`src/rtl/m1_image_loader.sv`:
```
// ---------------------------------------------------------------------------
// m1_image_loader
//
// Upstream stage of the histogram-equalisation accelerator. Accepts a raster
// stream of pixels over a valid/ready handshake, packs PIXELS_PER_WORD pixels
// per M1 word (first pixel in the least-significant lane) and writes the words
// sequentially into M1 from address 0. After a complete frame the accelerator
// start input is pulsed. A frame terminated early by pix_last is flushed
// (partial word zero-padded) and flagged with short_frame instead.
//
// Ports:
//   clock            system clock, rising edge
//   reset            synchronous active-high reset
//   load_go          one-cycle request to load a frame (honoured in IDLE only)
//   pix_valid        pixel present on pix_data
//   pix_data         pixel value
//   pix_last         final pixel of the frame (qualified by pix_valid)
//   pix_ready        loader accepts a pixel this cycle (LOAD state)
//   M1_WriteBus      packed pixel word
//   M1_WriteAddress  word address
//   M1_WriteEnable   one-cycle write strobe per word
//   accel_start      one-cycle start pulse to the accelerator
//   load_done        frame finished (success or error), held until next load_go
//   short_frame      frame ended early, held until next load_go
// ---------------------------------------------------------------------------
module m1_image_loader #(
    parameter int PIXEL_W         = 8,
    parameter int PIXELS_PER_WORD = 16,
    parameter int ADDR_W          = 16,
    parameter int IMAGE_WORDS     = 1024
) (
    input  logic                               clock,
    input  logic                               reset,
    input  logic                               load_go,
    input  logic                               pix_valid,
    input  logic [PIXEL_W-1:0]                 pix_data,
    input  logic                               pix_last,
    output logic                               pix_ready,
    output logic [PIXEL_W*PIXELS_PER_WORD-1:0] M1_WriteBus,
    output logic [ADDR_W-1:0]                  M1_WriteAddress,
    output logic                               M1_WriteEnable,
    output logic                               accel_start,
    output logic                               load_done,
    output logic                               short_frame
);

    localparam int WORD_W = PIXEL_W * PIXELS_PER_WORD;
    localparam int LANE_W = $clog2(PIXELS_PER_WORD);
    localparam logic [LANE_W-1:0] LAST_LANE = LANE_W'(PIXELS_PER_WORD - 1);
    localparam logic [ADDR_W-1:0] LAST_WORD = ADDR_W'(IMAGE_WORDS - 1);

    typedef enum logic [2:0] {
        S_IDLE,
        S_LOAD,
        S_FLUSH,
        S_WAIT,
        S_START,
        S_DONE
    } state_t;

    state_t              state_q, state_d;
    logic [LANE_W-1:0]   lane_q, lane_d;
    logic [ADDR_W-1:0]   word_q, word_d;
    logic [WORD_W-1:0]   pack_q, pack_d;
    logic [WORD_W-1:0]   bus_q, bus_d;
    logic [ADDR_W-1:0]   addr_q, addr_d;
    logic                we_q, we_d;
    logic                accel_start_q, accel_start_d;
    logic                load_done_q, load_done_d;
    logic                short_frame_q, short_frame_d;

    logic                xfer;
    logic [WORD_W-1:0]   packed_word;

    always_ff @(posedge clock) begin
        if (reset) begin
            state_q       <= S_IDLE;
            lane_q        <= '0;
            word_q        <= '0;
            pack_q        <= '0;
            bus_q         <= '0;
            addr_q        <= '0;
            we_q          <= 1'b0;
            accel_start_q <= 1'b0;
            load_done_q   <= 1'b0;
            short_frame_q <= 1'b0;
        end else begin
            state_q       <= state_d;
            lane_q        <= lane_d;
            word_q        <= word_d;
            pack_q        <= pack_d;
            bus_q         <= bus_d;
            addr_q        <= addr_d;
            we_q          <= we_d;
            accel_start_q <= accel_start_d;
            load_done_q   <= load_done_d;
            short_frame_q <= short_frame_d;
        end
    end

    always_comb begin
        state_d       = state_q;
        lane_d        = lane_q;
        word_d        = word_q;
        pack_d        = pack_q;
        bus_d         = bus_q;
        addr_d        = addr_q;
        we_d          = 1'b0;
        accel_start_d = 1'b0;
        load_done_d   = load_done_q;
        short_frame_d = short_frame_q;

        xfer = pix_valid && (state_q == S_LOAD);

        // Packing register with the incoming pixel dropped into its lane.
        packed_word = pack_q;
        for (int unsigned k = 0; k < PIXELS_PER_WORD; k++) begin
            if (lane_q == LANE_W'(k)) begin
                packed_word[k*PIXEL_W +: PIXEL_W] = pix_data;
            end
        end

        case (state_q)
            S_IDLE: begin
                if (load_go) begin
                    state_d       = S_LOAD;
                    load_done_d   = 1'b0;
                    short_frame_d = 1'b0;
                    lane_d        = '0;
                    word_d        = '0;
                    pack_d        = '0;
                end
            end

            S_LOAD: begin
                if (xfer) begin
                    if (lane_q == LAST_LANE) begin
                        // Word completes: register it for write next cycle
                        // and clear the packer so it is reused immediately.
                        bus_d  = packed_word;
                        addr_d = word_q;
                        we_d   = 1'b1;
                        word_d = word_q + ADDR_W'(1);
                        lane_d = '0;
                        pack_d = '0;
                        if (word_q == LAST_WORD) begin
                            state_d = S_WAIT;
                        end else if (pix_last) begin
                            // Early end on a word boundary: this write is
                            // the flush, FLUSH sees lane 0 and adds nothing.
                            state_d = S_FLUSH;
                        end
                    end else begin
                        pack_d = packed_word;
                        lane_d = lane_q + LANE_W'(1);
                        if (pix_last) begin
                            state_d = S_FLUSH;
                        end
                    end
                end
            end

            S_FLUSH: begin
                if (lane_q != '0) begin
                    bus_d  = pack_q;
                    addr_d = word_q;
                    we_d   = 1'b1;
                end
                state_d       = S_DONE;
                short_frame_d = 1'b1;
                load_done_d   = 1'b1;
            end

            S_WAIT: begin
                state_d       = S_START;
                accel_start_d = 1'b1;
            end

            S_START: begin
                state_d     = S_DONE;
                load_done_d = 1'b1;
            end

            S_DONE: begin
                state_d = S_IDLE;
            end

            default: begin
                state_d = S_IDLE;
            end
        endcase
    end

    assign pix_ready       = (state_q == S_LOAD);
    assign M1_WriteBus     = bus_q;
    assign M1_WriteAddress = addr_q;
    assign M1_WriteEnable  = we_q;
    assign accel_start     = accel_start_q;
    assign load_done       = load_done_q;
    assign short_frame     = short_frame_q;

endmodule

```
`config.mk`:
```
export PLATFORM = sky130hd
export DESIGN_NAME = m1_image_loader
export DESIGN_NICKNAME = d
export VERILOG_FILES = /design/src/rtl/m1_image_loader.sv
export SDC_FILE = /design/constraint.sdc
export NUM_CORES = 1
export LEC_CHECK = 0
export ABC_AREA = 1
export ABC_CLOCK_PERIOD_IN_PS = 2000
export BUFFER_PORTS_ARGS = -buffer_cell sky130_fd_sc_hd__buf_2
export CELL_PAD_IN_SITES_DETAIL_PLACEMENT = 1
export CELL_PAD_IN_SITES_GLOBAL_PLACEMENT = 2
export CORE_AREA = 2 2 202 204
export DETAILED_ROUTE_END_ITERATION = 8
export DIE_AREA = 0 0 204 206
export PLACE_DENSITY = 0.83
export SLEW_MARGIN = 20
export SYNTH_ARGS = -nofsm -noshare
export SYNTH_HDL_FRONTEND = slang
export SYNTH_SLANG_ARGS = --single-unit
```
`constraint.sdc`:
```
create_clock -name clock -period 2 [get_ports clock]
set_input_delay 0.1 -clock clock [delete_from_list [all_inputs] [get_ports clock]]
set_output_delay 0.1 -clock clock [all_outputs]
set_load 0.1 [all_outputs]
```
; ---- Word level (Yosys, flattened, before mapping)
; Index checks and enable logic that the tools add are counted.
[word_totals]
register_bits = 299
out_inout_bits = 149
word_cells = 101
[classes]
addsub = 2
eq_ne = 24
n_mux = 50
reduce_logical = 15
[ops]
columns = operator, count
row1 = 128-bit 2-to-1 mux, 6
row2 = 128-bit case mux with 2 select lines, 2
row3 = 8-bit 2-to-1 mux, 16
row4 = 16-bit 2-to-1 mux, 6
row5 = 16-bit case mux with 2 select lines, 2
row6 = "4-bit equality test, second input constant", 8
row7 = "16-bit by 1-bit adder with 16-bit output, second input constant", 1
row8 = "16-bit by 10-bit equality test with 1-bit output, second input constant", 1
row9 = "4-bit by 3-bit equality test with 1-bit output, second input constant", 4
row10 = 3-bit 2-to-1 mux, 5
row11 = 4-bit 2-to-1 mux, 3
row12 = 3-bit case mux with 4 select lines, 1
row13 = "4-bit by 2-bit equality test with 1-bit output, second input constant", 2
row14 = 4-bit case mux with 2 select lines, 1
row15 = 4-bit AND reduction, 2
row16 = 2-bit nonzero test, 4
row17 = "3-bit by 2-bit equality test with 1-bit output, second input constant", 2
row18 = 1-bit case mux with 2 select lines, 3
row19 = 2-bit AND reduction, 3
row20 = 1-bit 2-to-1 mux, 5
row21 = "4-bit by 1-bit adder with 4-bit output, second input constant", 1
row22 = "4-bit by 1-bit equality test with 1-bit output, second input constant", 1
row23 = 4-bit logical NOT, 1
row24 = "2-bit by 1-bit inequality test with 1-bit output, second input constant", 2
row25 = other kinds (8), 9

; ---- Logic depth before layout (Yosys ltp)
; Gate-level depths: netlist of run 1.
[depth]
ltp_word = 5
mapped_depth = 11
ltp_nobuf = 11

; ---- Least setup slack after synthesis of run 1
; Ideal clock, no wire load.
[synth_timing]
path_kind = flip-flop to flip-flop
from = register state_q[0]
to = register pack_q[36]
setup_time_ns = 0.130
arrival_ns = 1.675
required_time_ns = 1.870
path_slack_ns = 0.195
stages_incl_launch_ff = 10
synth_period_minus_slack_ns = 1.805
path_cell_list = dfxtp_1 -> nand3_2 -> inv_2 -> nand2_1 -> nand2_2 -> nand2_2 -> nand2_2 -> buf_6 -> buf_2 -> a211oi_2
[synth_between]
elab_chain_cells = 4
elab_cells_between_ends = 8
cone_classes = eq/ne: 3 / mux: 1 / reduce/logical: 4
[synth_rtl]
columns = element, line_no
row1 = start: declaration, 61  ; state_t state_q, state_d;
row2 = start signal: assignment, 88  ; state_q <= state_d;
row3 = 3-bit by 1-bit equality test with 1-bit output *, -
row4 = via pix_ready, 38  ; output logic pix_ready,
row5 = 1-bit logical AND, 113  ; xfer = pix_valid && (state_q == S_LOAD);
row6 = 2-bit by 1-bit inequality test with 1-bit output (no source line), -
row7 = 3-bit AND reduction (no source line), -
row8 = end signal: assignment, 91  ; pack_q <= pack_d;
row9 = end: declaration, 64  ; logic [WORD_W-1:0] pack_q, pack_d;
; Mark *: on every way through the listed nets, which the timed path passes. The rest lies on a longest branch.
; A chain may end at the register's enable or synchronous reset.

; ---- Final worst setup path of run 1
[layout_timing]
from = register state_q[2]
to = output pix_ready
[layout_between]
elab_chain_cells = 1
[layout_rtl]
columns = element, line_no
row1 = 3-bit by 1-bit equality test with 1-bit output, 194  ; assign pix_ready = (state_q == S_LOAD);
row2 = end: declaration, 38
; Every way passes these cells.

==> flow_metrics.tcl, run 1 <==
set metrics [dict create \
    outcome "finished, final reports clean" \
    synth_async_reset_ratio_pct 0 \
    slew-limit-headroom_pct 59.0 \
    cts_tree "built" \
    drt_first_iter_violations 636 \
    cts_root_buffer "sky130_fd_sc_hd__clkbuf_16" \
    port_buffers 161 \
    floorplan.rows 74 \
    ys_seq_area_share_pct 44.5 \
    worstRegToRegCells 9 \
    yosysUniqueCellTypes 32 \
    worst-setup-path-type "reg -> out" \
    worst_setup_path_start "state_q[2]$_SDFFE_PP0P_" \
    leading_register_cell_type_out_of_synthesis "sky130_fd_sc_hd__dfxtp_1" \
    grt-ovfl-total 0 \
    worstMarginPinSlew_ns 0.616 \
    synth.top_cell.area_share_pct 44.5 \
    leakagePower_nw 7.05 \
    final_common_cell "sky130_fd_sc_hd__dfxtp_1" \
    first_pass_grt_wire_length_um 67800 \
    crit_chain "inv_1 -> nand3_2 -> inv_2 -> buf_4 -> buf_2" \
    post_synth_main_area_contributors "sky130_fd_sc_hd__dfxtp_1 (44%), sky130_fd_sc_hd__nand2_1 (7.6%), sky130_fd_sc_hd__a211oi_2 (7.4%)" \
    wire_per_inst_um 18.1 \
    post_synthesis_net_count 1743 \
    r2r_slack_ns 0.11 \
    critical-path-max-stage-delay_ns 0.43 \
    vdd.ir_drop.worst_v 0.000838 \
    finalClockSkew_ns 0.0155 \
    dp_hpwl_um 27700 \
    pwr-share-clk_pct 30.5 \
    grt_setup_unrepaired "true" \
    worst-path-buf-inv 4 \
    hold_path.startpoint "reset" \
    cp.required_ns 1.90 \
    internal-power_mw 14.2 \
    worst_setup_path_start_kind "flop" \
    switching_power_mw 9.51 \
    fill_cells 4864 \
    r2r-end "pack_q[83]$_SDFFE_PP0P_" \
    synth_edf_count 0 \
    worstHoldEndpoint "M1_WriteBus[31]$_SDFFE_PP0P_" \
    initial_core_util_pct 33.5 \
    ctsLongestPathBuffers 3 \
    antenna_found_initial 0 \
    vias_per_cell 5.17 \
    ff_latch_area_mm2 0.00599 \
    clk-insertion-delay-late_ns 0.55 \
    timing.final.crit_share_pct 95.6 \
    sequentialPowerShare_pct 33.1 \
    timing.rr.start "lane_q[1]$_SDFFE_PP0P_" \
    synth_largest_area_cell "sky130_fd_sc_hd__dfxtp_1" \
    final_antenna_net_count 0 \
    die_area_mm2 0.0420 \
    syn_inst 1725 \
    setup_total_negative_slack_ns 0 \
    drv.max_cap_violation_count 0 \
    gpl.final_weighted_congestion 0.794 \
    top_cell_family_by_delay_on_the_critical_path "buffers and inverters" \
    diodes 0 \
    htree_levels 2 \
    cts_inserted_buffers 37 \
    combinationalPowerShare_pct 36.3 \
    residual_drc_count 0 \
    drive_gt1_share_pct 20.5 \
    combined_area_of_the_multi_input_logic_cells_mm2 0.00640 \
    hold_violations 0 \
    fin_worst_hold_slack_ns 0.121 \
    total_global_routing_track_utilization_pct 20.4 \
    worst_ep_arrival_time_ns 1.81 \
    yosysWarnings 0 \
    avgSynthCellArea_um2 7.81 \
    crit_fanout 4 \
    synth_seq_cells 299 \
    core_region_area_mm2 0.0402 \
    achievable-frequency_mhz 523 \
    layout_net_count 1858 \
    grt_max_degree 101 \
    hold_path.class "in -> reg" \
    finalCriticalPeriod_ns 1.91 \
    design.portCount 162 \
    mostFrequentLayoutCells "sky130_fd_sc_hd__dfxtp_1 (296), sky130_fd_sc_hd__nand2_1 (270), sky130_fd_sc_hd__nor2_1 (247), sky130_fd_sc_hd__a21oi_1 (161), sky130_fd_sc_hd__buf_2 (161)" \
    final-max-slew-violation-count 0 \
    cpMaxStageDelayCell "sky130_fd_sc_hd__buf_2" \
    drt-pass1-iter-count 4 \
    finalSetupViolCount 0 \
    cts.sinks 299 \
    floorplan.die.width_um 204 \
    synth.cell_area_mm2 0.0135 \
    worst_hold_path.num_cells 3 \
    clk_pin_slew_ns 0.06 \
    grt_pass1_vias 12300 \
    switching_part_of_the_total_pct 40.2 \
    cellPowerDensity_mw_per_mm2 1450 \
    flow.area_growth_from_synthesis_pct 21.1 \
    die_h_um 206 \
    post_cts_setup_bufs 0 \
    cp-end-kind "output pin" \
    postRouteWirelength_um 43300 \
    detailroute.via_count 12400 \
]
[repair_timing]
item / in CTS / in global routing
endpoints found under the hold margin: 9 / 0
hold buffers: 8 / 0
endpoints found under the setup margin: 1 / 69
resized for setup: 1 / 17
pin swaps: 0 / 1
[through the flow]
stage | setup slack (ns) | cells | power (mW) | utilization (%) | cell area (um^2)
after floorplan | 0.195 | 1725 | 14.6 | - | 13500
after global placement | 0.168 | 2325 | 16.0 | 36.9 | 14800
after detailed placement | 0.0922 | 2325 | 16.5 | 36.9 | 14800
after CTS | 0.0607 | 2398 | 23.8 | 40.4 | 16200
after global routing | -0.0287 | 2398 | 25.2 | 40.6 | 16300
final | 0.0877 | 2398 | 23.7 | 40.6 | 16300
[synth_stat cells, types with 3 or more instances]
cell                         n
sky130_fd_sc_hd__clkbuf_1   45
sky130_fd_sc_hd__ha_1        5
sky130_fd_sc_hd__nand2_2     5
sky130_fd_sc_hd__nand4_1     4
sky130_fd_sc_hd__nor2_1    247
sky130_fd_sc_hd__nand2_1   271
sky130_fd_sc_hd__nand3_2     5
sky130_fd_sc_hd__buf_6      18
sky130_fd_sc_hd__buf_4      15
sky130_fd_sc_hd__inv_2       3
sky130_fd_sc_hd__a21oi_1   161
sky130_fd_sc_hd__nor3_1      7
sky130_fd_sc_hd__a211oi_1   42
sky130_fd_sc_hd__a211oi_2   80
sky130_fd_sc_hd__buf_2      58
sky130_fd_sc_hd__o211ai_1   56
sky130_fd_sc_hd__o21ai_1    58
sky130_fd_sc_hd__inv_1      86
sky130_fd_sc_hd__buf_1       7
sky130_fd_sc_hd__mux2i_1     9
sky130_fd_sc_hd__a31oi_1     5
sky130_fd_sc_hd__nand3_1    84
sky130_fd_sc_hd__dfxtp_1   299
sky130_fd_sc_hd__o21ai_0   144
[state kept, by name, indices dropped and copies added, names as in the netlist]
name,cells
M1_WriteBus,128
pack_q,128
M1_WriteAddress,16
word_q,16
lane_q,4
state_q,3
M1_WriteEnable,1
accel_start,1
load_done,1
short_frame,1
[worst max path at each step]
stage | to | depth (start not counted)
global route | lane_q[3]$_SDFFE_PP0P_ | 9
detailed placement | pack_q[83]$_SDFFE_PP0P_ | 9
CTS | pix_ready | 5
floorplan | pack_q[36]$_SDFFE_PP0P_ | 9
global placement | pack_q[91]$_SDFFE_PP0P_ | 9
finish | pix_ready | 5
[metal layers]
metal / vias to the layer above / track usage, % / part of all wire (%)
met1: 6052 / 27.4 / 48
li1: 6115 / - / -
met2: 188 / 34.3 / 47
met5: - / 0 / 0
met3: 47 / 2.87 / 3.4
met4: 0 / 5.20 / 1.6
[cells by family after synthesis]
family | synth area share, %
flip-flops | 44.5
buffers and inverters | 8.48
multiplexers | 0.669
AO/OA/AOI/OAI | 26.7
XOR/XNOR | 0.0651
adder cells (fa/ha/maj) | 0.465
AND/OR/NAND/NOR | 19.2
[power by group through the flow]
stage / Sequential (mW) / Clock [mW] / Combinational [mW]
2_1_floorplan: 8.70 / 0 / 5.88
3_3_place_gp: 7.84 / 0 / 8.15
3_5_place_dp: 7.95 / 0 / 8.50
4_1_cts: 7.83 / 7.43 / 8.58
5_1_grt: 7.99 / 7.64 / 9.53
6_report: 7.84 / 7.23 / 8.60
[worst min-delay path: cells and delay by family]
kind | cells | cell delay (ns)
compound gates | 1 | 0.14
buf+inv | 2 | 0.38
[final cells by class]
type	instances	share of cell area [%]
clock buffers	55	6.97
clock inverters	10	1.12
inverters	90	2.16
multi-input cells	1193	39.2
flip-flops and latches	299	36.7
well taps	532	4.08
repair buffers	219	9.70
Power figures use the tool's default switching activity.
==> inputs of run 2 (changes only) <==
CORE_AREA = 2 2 241 172   (was 2 2 202 204)
DIE_AREA = 0 0 243 174   (was 0 0 204 206)
==> run 2 against run 1 <==
  * Power is 1.6% lower
  * Sequential power hardly changed
  * Critical endpoint is now M1_WriteBus[86]$_SDFFE_PP0P_
  * Worst hold slack worse by 0.067 ns
  * Wire length is 1.1% higher
  * Sequential share of layout area hardly changed
  * Non-clock buffer count is 16 higher
  * Critical path depth is 3 higher
  * Die area is 0.61% higher
  * Largest cell class unchanged
  * Count of clock-buffer cells in the layout is 2 lower
  * Combinational power is 4.7% higher
==> flow_metrics.tcl, run 2 (same netlist as run 1, synthesis figures left out) <==
set metrics [dict create \
    floorplan.rows 62 \
    final_common_cell "sky130_fd_sc_hd__dfxtp_1" \
    ctsLongestPathBuffers 3 \
    worstRegToRegCells 8 \
    switching_part_of_the_total_pct 40.9 \
    worst_setup_path_start_kind "flop" \
    cellPowerDensity_mw_per_mm2 1430 \
    vias_per_cell 5.18 \
    cts_root_buffer "sky130_fd_sc_hd__clkbuf_16" \
    postRouteWirelength_um 43800 \
    combinationalPowerShare_pct 38.6 \
    drt_first_iter_violations 639 \
    floorplan.die.width_um 243 \
    drt-pass1-iter-count 5 \
    gpl.final_weighted_congestion 0.803 \
    worst-setup-path-type "reg -> reg" \
    diodes 0 \
    grt-ovfl-total 0 \
    first_pass_grt_wire_length_um 68300 \
    slew-limit-headroom_pct 48.9 \
    internal-power_mw 13.8 \
    leakagePower_nw 7.05 \
    switching_power_mw 9.54 \
    post_cts_setup_bufs 0 \
    design.portCount 162 \
    finalSetupViolCount 0 \
    hold_violations 0 \
    drv.max_cap_violation_count 0 \
    htree_levels 2 \
    total_global_routing_track_utilization_pct 20.0 \
    die_h_um 174 \
    sequentialPowerShare_pct 33.7 \
    timing.final.crit_share_pct 94.0 \
    residual_drc_count 0 \
    grt_max_degree 70 \
    worst_hold_path.num_cells 4 \
    clk_pin_slew_ns 0.06 \
    final_antenna_net_count 0 \
    die_area_mm2 0.0423 \
    design_area_mm2 0.0163 \
    layoutNonFillerInstCount 2418 \
    worst_ep_arrival_time_ns 2.27 \
    port_buffers 161 \
    core_region_area_mm2 0.0402 \
    cp-end-kind "flop" \
    clk-insertion-delay-late_ns 0.53 \
    pwr-share-clk_pct 27.7 \
    cp.required_ns 2.39 \
    antenna_found_initial 1 \
    cts.sinks 299 \
    grt_setup_unrepaired "true" \
    place_inst 2352 \
    vdd.ir_drop.worst_v 0.000774 \
    final-max-slew-violation-count 0 \
    worstMarginPinSlew_ns 0.767 \
    finalClockSkew_ns 0.0154 \
    flow.area_growth_from_synthesis_pct 21.1 \
    dp_hpwl_um 28300 \
    cts_inserted_buffers 35 \
    outcome "finished, final reports clean" \
    finalCriticalPeriod_ns 1.88 \
    grt_pass1_vias 12500 \
    crit_fanout 13 \
    dpl_cell_area_mm2 0.0150 \
    fin_worst_hold_slack_ns 0.0541 \
    initial_core_util_pct 33.5 \
    cts_tree "built" \
    layout_net_count 1872 \
    drive_gt1_share_pct 20.8 \
    detailroute.via_count 12500 \
    mostFrequentLayoutCells "sky130_fd_sc_hd__dfxtp_1 (296), sky130_fd_sc_hd__nand2_1 (269), sky130_fd_sc_hd__nor2_1 (246), sky130_fd_sc_hd__a21oi_1 (160), sky130_fd_sc_hd__buf_2 (160)" \
    wire_per_inst_um 18.1 \
    hold_path.class "in -> reg" \
    achievable-frequency_mhz 532 \
]
## run 2: cell types whose count changed in the layout (fill, tap and decap cells not counted), moves of 3 or more
cell / delta
sky130_fd_sc_hd__o21ai_0: -3
sky130_fd_sc_hd__buf_4: +11
sky130_fd_sc_hd__buf_6: +3
sky130_fd_sc_hd__bufinv_16: -3
sky130_fd_sc_hd__o21ai_1: +3
## run 2: worst paths after layout
| path | startpoint | endpoint | slack [ns] |
|---|---|---|---|
| min reg2reg | pack_q[124]$_SDFFE_PP0P_ | pack_q[124]$_SDFFE_PP0P_ | 0.43 |
| max | lane_q[0]$_SDFFE_PP0P_ | M1_WriteBus[86]$_SDFFE_PP0P_ | 0.12 |
| min | load_go | load_done$_SDFFE_PP0P_ | 0.05 |
| max reg2reg | lane_q[0]$_SDFFE_PP0P_ | M1_WriteBus[86]$_SDFFE_PP0P_ | 0.12 |
## run 2: final cells by class
type | count | area [um^2]
inverters | 90 | 347
multi-input cells | 1193 | 6400
well taps | 544 | 681
clock buffers | 53 | 1070
clock inverters | 4 | 70.1
flip-flops and latches | 299 | 5990
repair buffers | 235 | 1760
fillers | 4950 | 23900
## run 2: timing repair
| item | 4_1_cts | 5_1_grt |
|---|---|---|
| hold buffers | 6 | 0 |
| setup endpoints to repair | 0 | 96 |
| gates resized for setup | 0 | 23 |
| endpoints found under the hold margin | 6 | 0 |
## run 2: critical path, cell delays in order (launching register included)
cell,delay [ns]
sky130_fd_sc_hd__dfxtp_2,0.35
sky130_fd_sc_hd__inv_1,0.11
sky130_fd_sc_hd__ha_1,0.30
sky130_fd_sc_hd__nand3_1,0.19
sky130_fd_sc_hd__buf_12,0.20
sky130_fd_sc_hd__a21oi_1,0.26
sky130_fd_sc_hd__nand2_1,0.07
sky130_fd_sc_hd__o21ai_0,0.18
sky130_fd_sc_hd__o21ai_1,0.10
## run 2: per-layer routing
metal	vias to the layer above	track usage [%]	share of wire (%)
li1	6133	-	-
met1	6145	26.8	49
met2	180	33.5	46
met3	61	2.90	2.8
met4	0	5.70	2.2
met5	-	0	0
## run 2: stage by stage
step | setup TNS [ns] | utilization (%) | setup slack [ns] | total power [mW]
finish | 0 | 40.6 | 0.120 | 23.3
global placement | 0 | 37.2 | 0.145 | 16.3
detailed placement | 0 | 37.2 | 0.0825 | 16.7
floorplan | 0 | - | 0.195 | 14.6
CTS | 0 | 40.2 | 0.0465 | 23.3
global route | -0.0445 | 40.6 | -0.0260 | 24.8
## run 2: power by group through the flow
stage / Clock (mW) / Combinational [mW] / Sequential (mW)
after floorplan: 0 / 5.88 / 8.70
after global placement: 0 / 8.40 / 7.85
after detailed placement: 0 / 8.78 / 7.94
after CTS: 6.65 / 8.82 / 7.82
after global routing: 6.91 / 9.92 / 7.98
final: 6.45 / 9.00 / 7.84
==> inputs of run 3 (changes only) <==
BUFFER_PORTS_ARGS = -buffer_cell sky130_fd_sc_hd__buf_4   (was -buffer_cell sky130_fd_sc_hd__buf_2)
==> run 3 against run 2 <==
  * Final cell count unchanged
  * Utilization up 0.85 points
  * Via count fell by 0.70%
  * Setup slack improved by 0.0047 ns
  * Power is essentially flat
  * Critical path depth is 1 higher
  * Register-to-register slack hardly changed
  * Worst hold slack worse by 0.024 ns
  * Sequential share of layout area down 0.76 points
  * Global-route usage hardly changed
  * Non-clock buffer count decreased by 6
==> flow_metrics.tcl, run 3 (same netlist as run 1, synthesis figures left out) <==
set metrics [dict create \
    final-max-slew-violation-count 0 \
    cellPowerDensity_mw_per_mm2 1400 \
    worst-path-buf-inv 2 \
    drt-pass1-iter-count 4 \
    final_antenna_net_count 0 \
    vdd.ir_drop.worst_v 0.000497 \
    drv.max_cap_violation_count 0 \
    finalCriticalPeriod_ns 1.87 \
    core_region_area_mm2 0.0402 \
    mostFrequentLayoutCells "sky130_fd_sc_hd__dfxtp_1 (296), sky130_fd_sc_hd__nand2_1 (270), sky130_fd_sc_hd__nor2_1 (247), sky130_fd_sc_hd__buf_4 (199), sky130_fd_sc_hd__a21oi_1 (159)" \
    design.portCount 162 \
    timing.rr.start "lane_q[1]$_SDFFE_PP0P_" \
    wire_per_inst_um 18.0 \
    initial_core_util_pct 33.5 \
    clk_pin_slew_ns 0.07 \
    crit_chain "inv_1 -> ha_1 -> nand3_1 -> buf_4 -> nor2_1 -> a21oi_1 -> nand2_1 -> o21ai_0 -> o21ai_1" \
    worst-setup-path-type "reg -> reg" \
    htree_levels 2 \
    place_inst 2348 \
    cp-end-kind "flop" \
    achievable-frequency_mhz 533 \
    detailroute.via_count 12400 \
    ctsLongestPathBuffers 3 \
    worst_setup_path_start "lane_q[1]$_SDFFE_PP0P_" \
    vias_per_cell 5.14 \
    final_common_cell "sky130_fd_sc_hd__dfxtp_1" \
    die_h_um 174 \
    cts_root_buffer "sky130_fd_sc_hd__clkbuf_16" \
    total_global_routing_track_utilization_pct 20.0 \
    floorplan.die.width_um 243 \
    finalClockSkew_ns 0.0114 \
    grt_max_degree 75 \
    cpMaxStageDelayCell "sky130_fd_sc_hd__dfxtp_1" \
    crit_end "M1_WriteBus[79]$_SDFFE_PP0P_" \
    grt-ovfl-total 0 \
    outcome "finished, final reports clean" \
    finalSetupViolCount 0 \
    grt_pass1_vias 12500 \
    residual_drc_count 0 \
    cp.required_ns 2.40 \
    cts.sinks 299 \
    slew-limit-headroom_pct 48.7 \
    top_cell_family_by_delay_on_the_critical_path "compound AO/OA/AOI/OAI gates" \
    worst_setup_path_start_kind "flop" \
    crit_fanout 15 \
    hold_path.class "in -> reg" \
    dp_hpwl_um 28300 \
    timing.final.crit_share_pct 93.7 \
    cts_inserted_buffers 34 \
    worstMarginPinSlew_ns 0.769 \
    grt_setup_unrepaired "false" \
    drt_first_iter_violations 625 \
    leakagePower_nw 7.01 \
    design_area_mm2 0.0167 \
    gpl.final_weighted_congestion 0.833 \
    worstRegToRegCells 9 \
    worst_ep_arrival_time_ns 2.28 \
    cts_tree "built" \
    antenna_found_initial 0 \
    dpl_cell_area_mm2 0.0153 \
    die_area_mm2 0.0423 \
    postRouteWirelength_um 43500 \
    fin_worst_hold_slack_ns 0.0301 \
    layout_net_count 1866 \
    clk-insertion-delay-late_ns 0.53 \
    critical-path-max-stage-delay_ns 0.38 \
    r2r_slack_ns 0.13 \
    drive_gt1_share_pct 21.1 \
    flow.area_growth_from_synthesis_pct 23.7 \
    first_pass_grt_wire_length_um 68500 \
    setup_total_negative_slack_ns 0 \
    port_buffers 161 \
    hold_violations 0 \
    worst-path-stages 9 \
    floorplan.rows 62 \
    layoutNonFillerInstCount 2418 \
    r2r-end "M1_WriteBus[79]$_SDFFE_PP0P_" \
]
run 3: report_power, final:
group          leakage, nW  internal, mW  total (mW)  switching [mW]
registers             2.43          7.05        7.86           0.817
logic                 4.01          2.76        8.96            6.19
clock network        0.580          3.85        6.47            2.62
run 3: worst register-to-register path, delay by kind of cell, from the launching register on:
kind | cells | cell delay [ns]
AOI/OAI and AO/OA | 3 | 0.47
adders and majority gates | 1 | 0.30
buffers and inverters | 2 | 0.33
DFF | 1 | 0.38
and+or+nand+nor | 3 | 0.28
run 3: area by class of cell:
type	count	area, um^2
fillers	4840	23500
multi-input cells	1194	6430
repair buffers	229	2040
well taps	544	681
diodes	1	2.50
clock buffers	49	1070
inverters	90	347
flip-flops and latches	299	5990
clock inverters	12	90.1
run 3: routing by layer:
metal / wire [um] / global-route usage, % / up-vias
li1: - / - / 6120
met1: 21100 / 27.2 / 6109
met2: 20300 / 33.1 / 142
met3: 1320 / 2.86 / 60
met4: 831 / 5.14 / 0
met5: 0 / 0 / -
run 3: repair_timing:
item | in CTS | in global routing
buffers inserted | 0 | 0
setup endpoints to repair | 13 | 117
hold endpoints to repair | 8 | 0
hold buffers | 7 | 0
gates cloned | 0 | 1
resized for setup | 1 | 15
pin swaps | 1 | 0
run 3: worst min path at each step:
stage | startpoint | to | slack, ns | depth (start not counted)
after floorplan | pix_data[0] | M1_WriteBus[120]$_SDFFE_PP0P_ | 0.28 | 2
after global placement | pack_q[120]$_SDFFE_PP0P_ | pack_q[120]$_SDFFE_PP0P_ | 0.42 | 2
after detailed placement | pack_q[120]$_SDFFE_PP0P_ | pack_q[120]$_SDFFE_PP0P_ | 0.42 | 2
after CTS | pix_last | state_q[1]$_SDFFE_PP0P_ | 0.01 | 4
after global routing | pix_last | state_q[1]$_SDFFE_PP0P_ | 0.04 | 4
final | pix_last | state_q[1]$_SDFFE_PP0P_ | 0.03 | 4
run 3: per-stage QoR:
step	total power, mW	utilization [%]	setup slack [ns]
2_1_floorplan	14.6	-	0.195
3_3_place_gp	16.3	38.2	0.117
3_5_place_dp	16.8	38.2	-0.00582
4_1_cts	23.4	41.2	0.0614
5_1_grt	24.8	41.4	0.000548
6_report	23.3	41.4	0.125
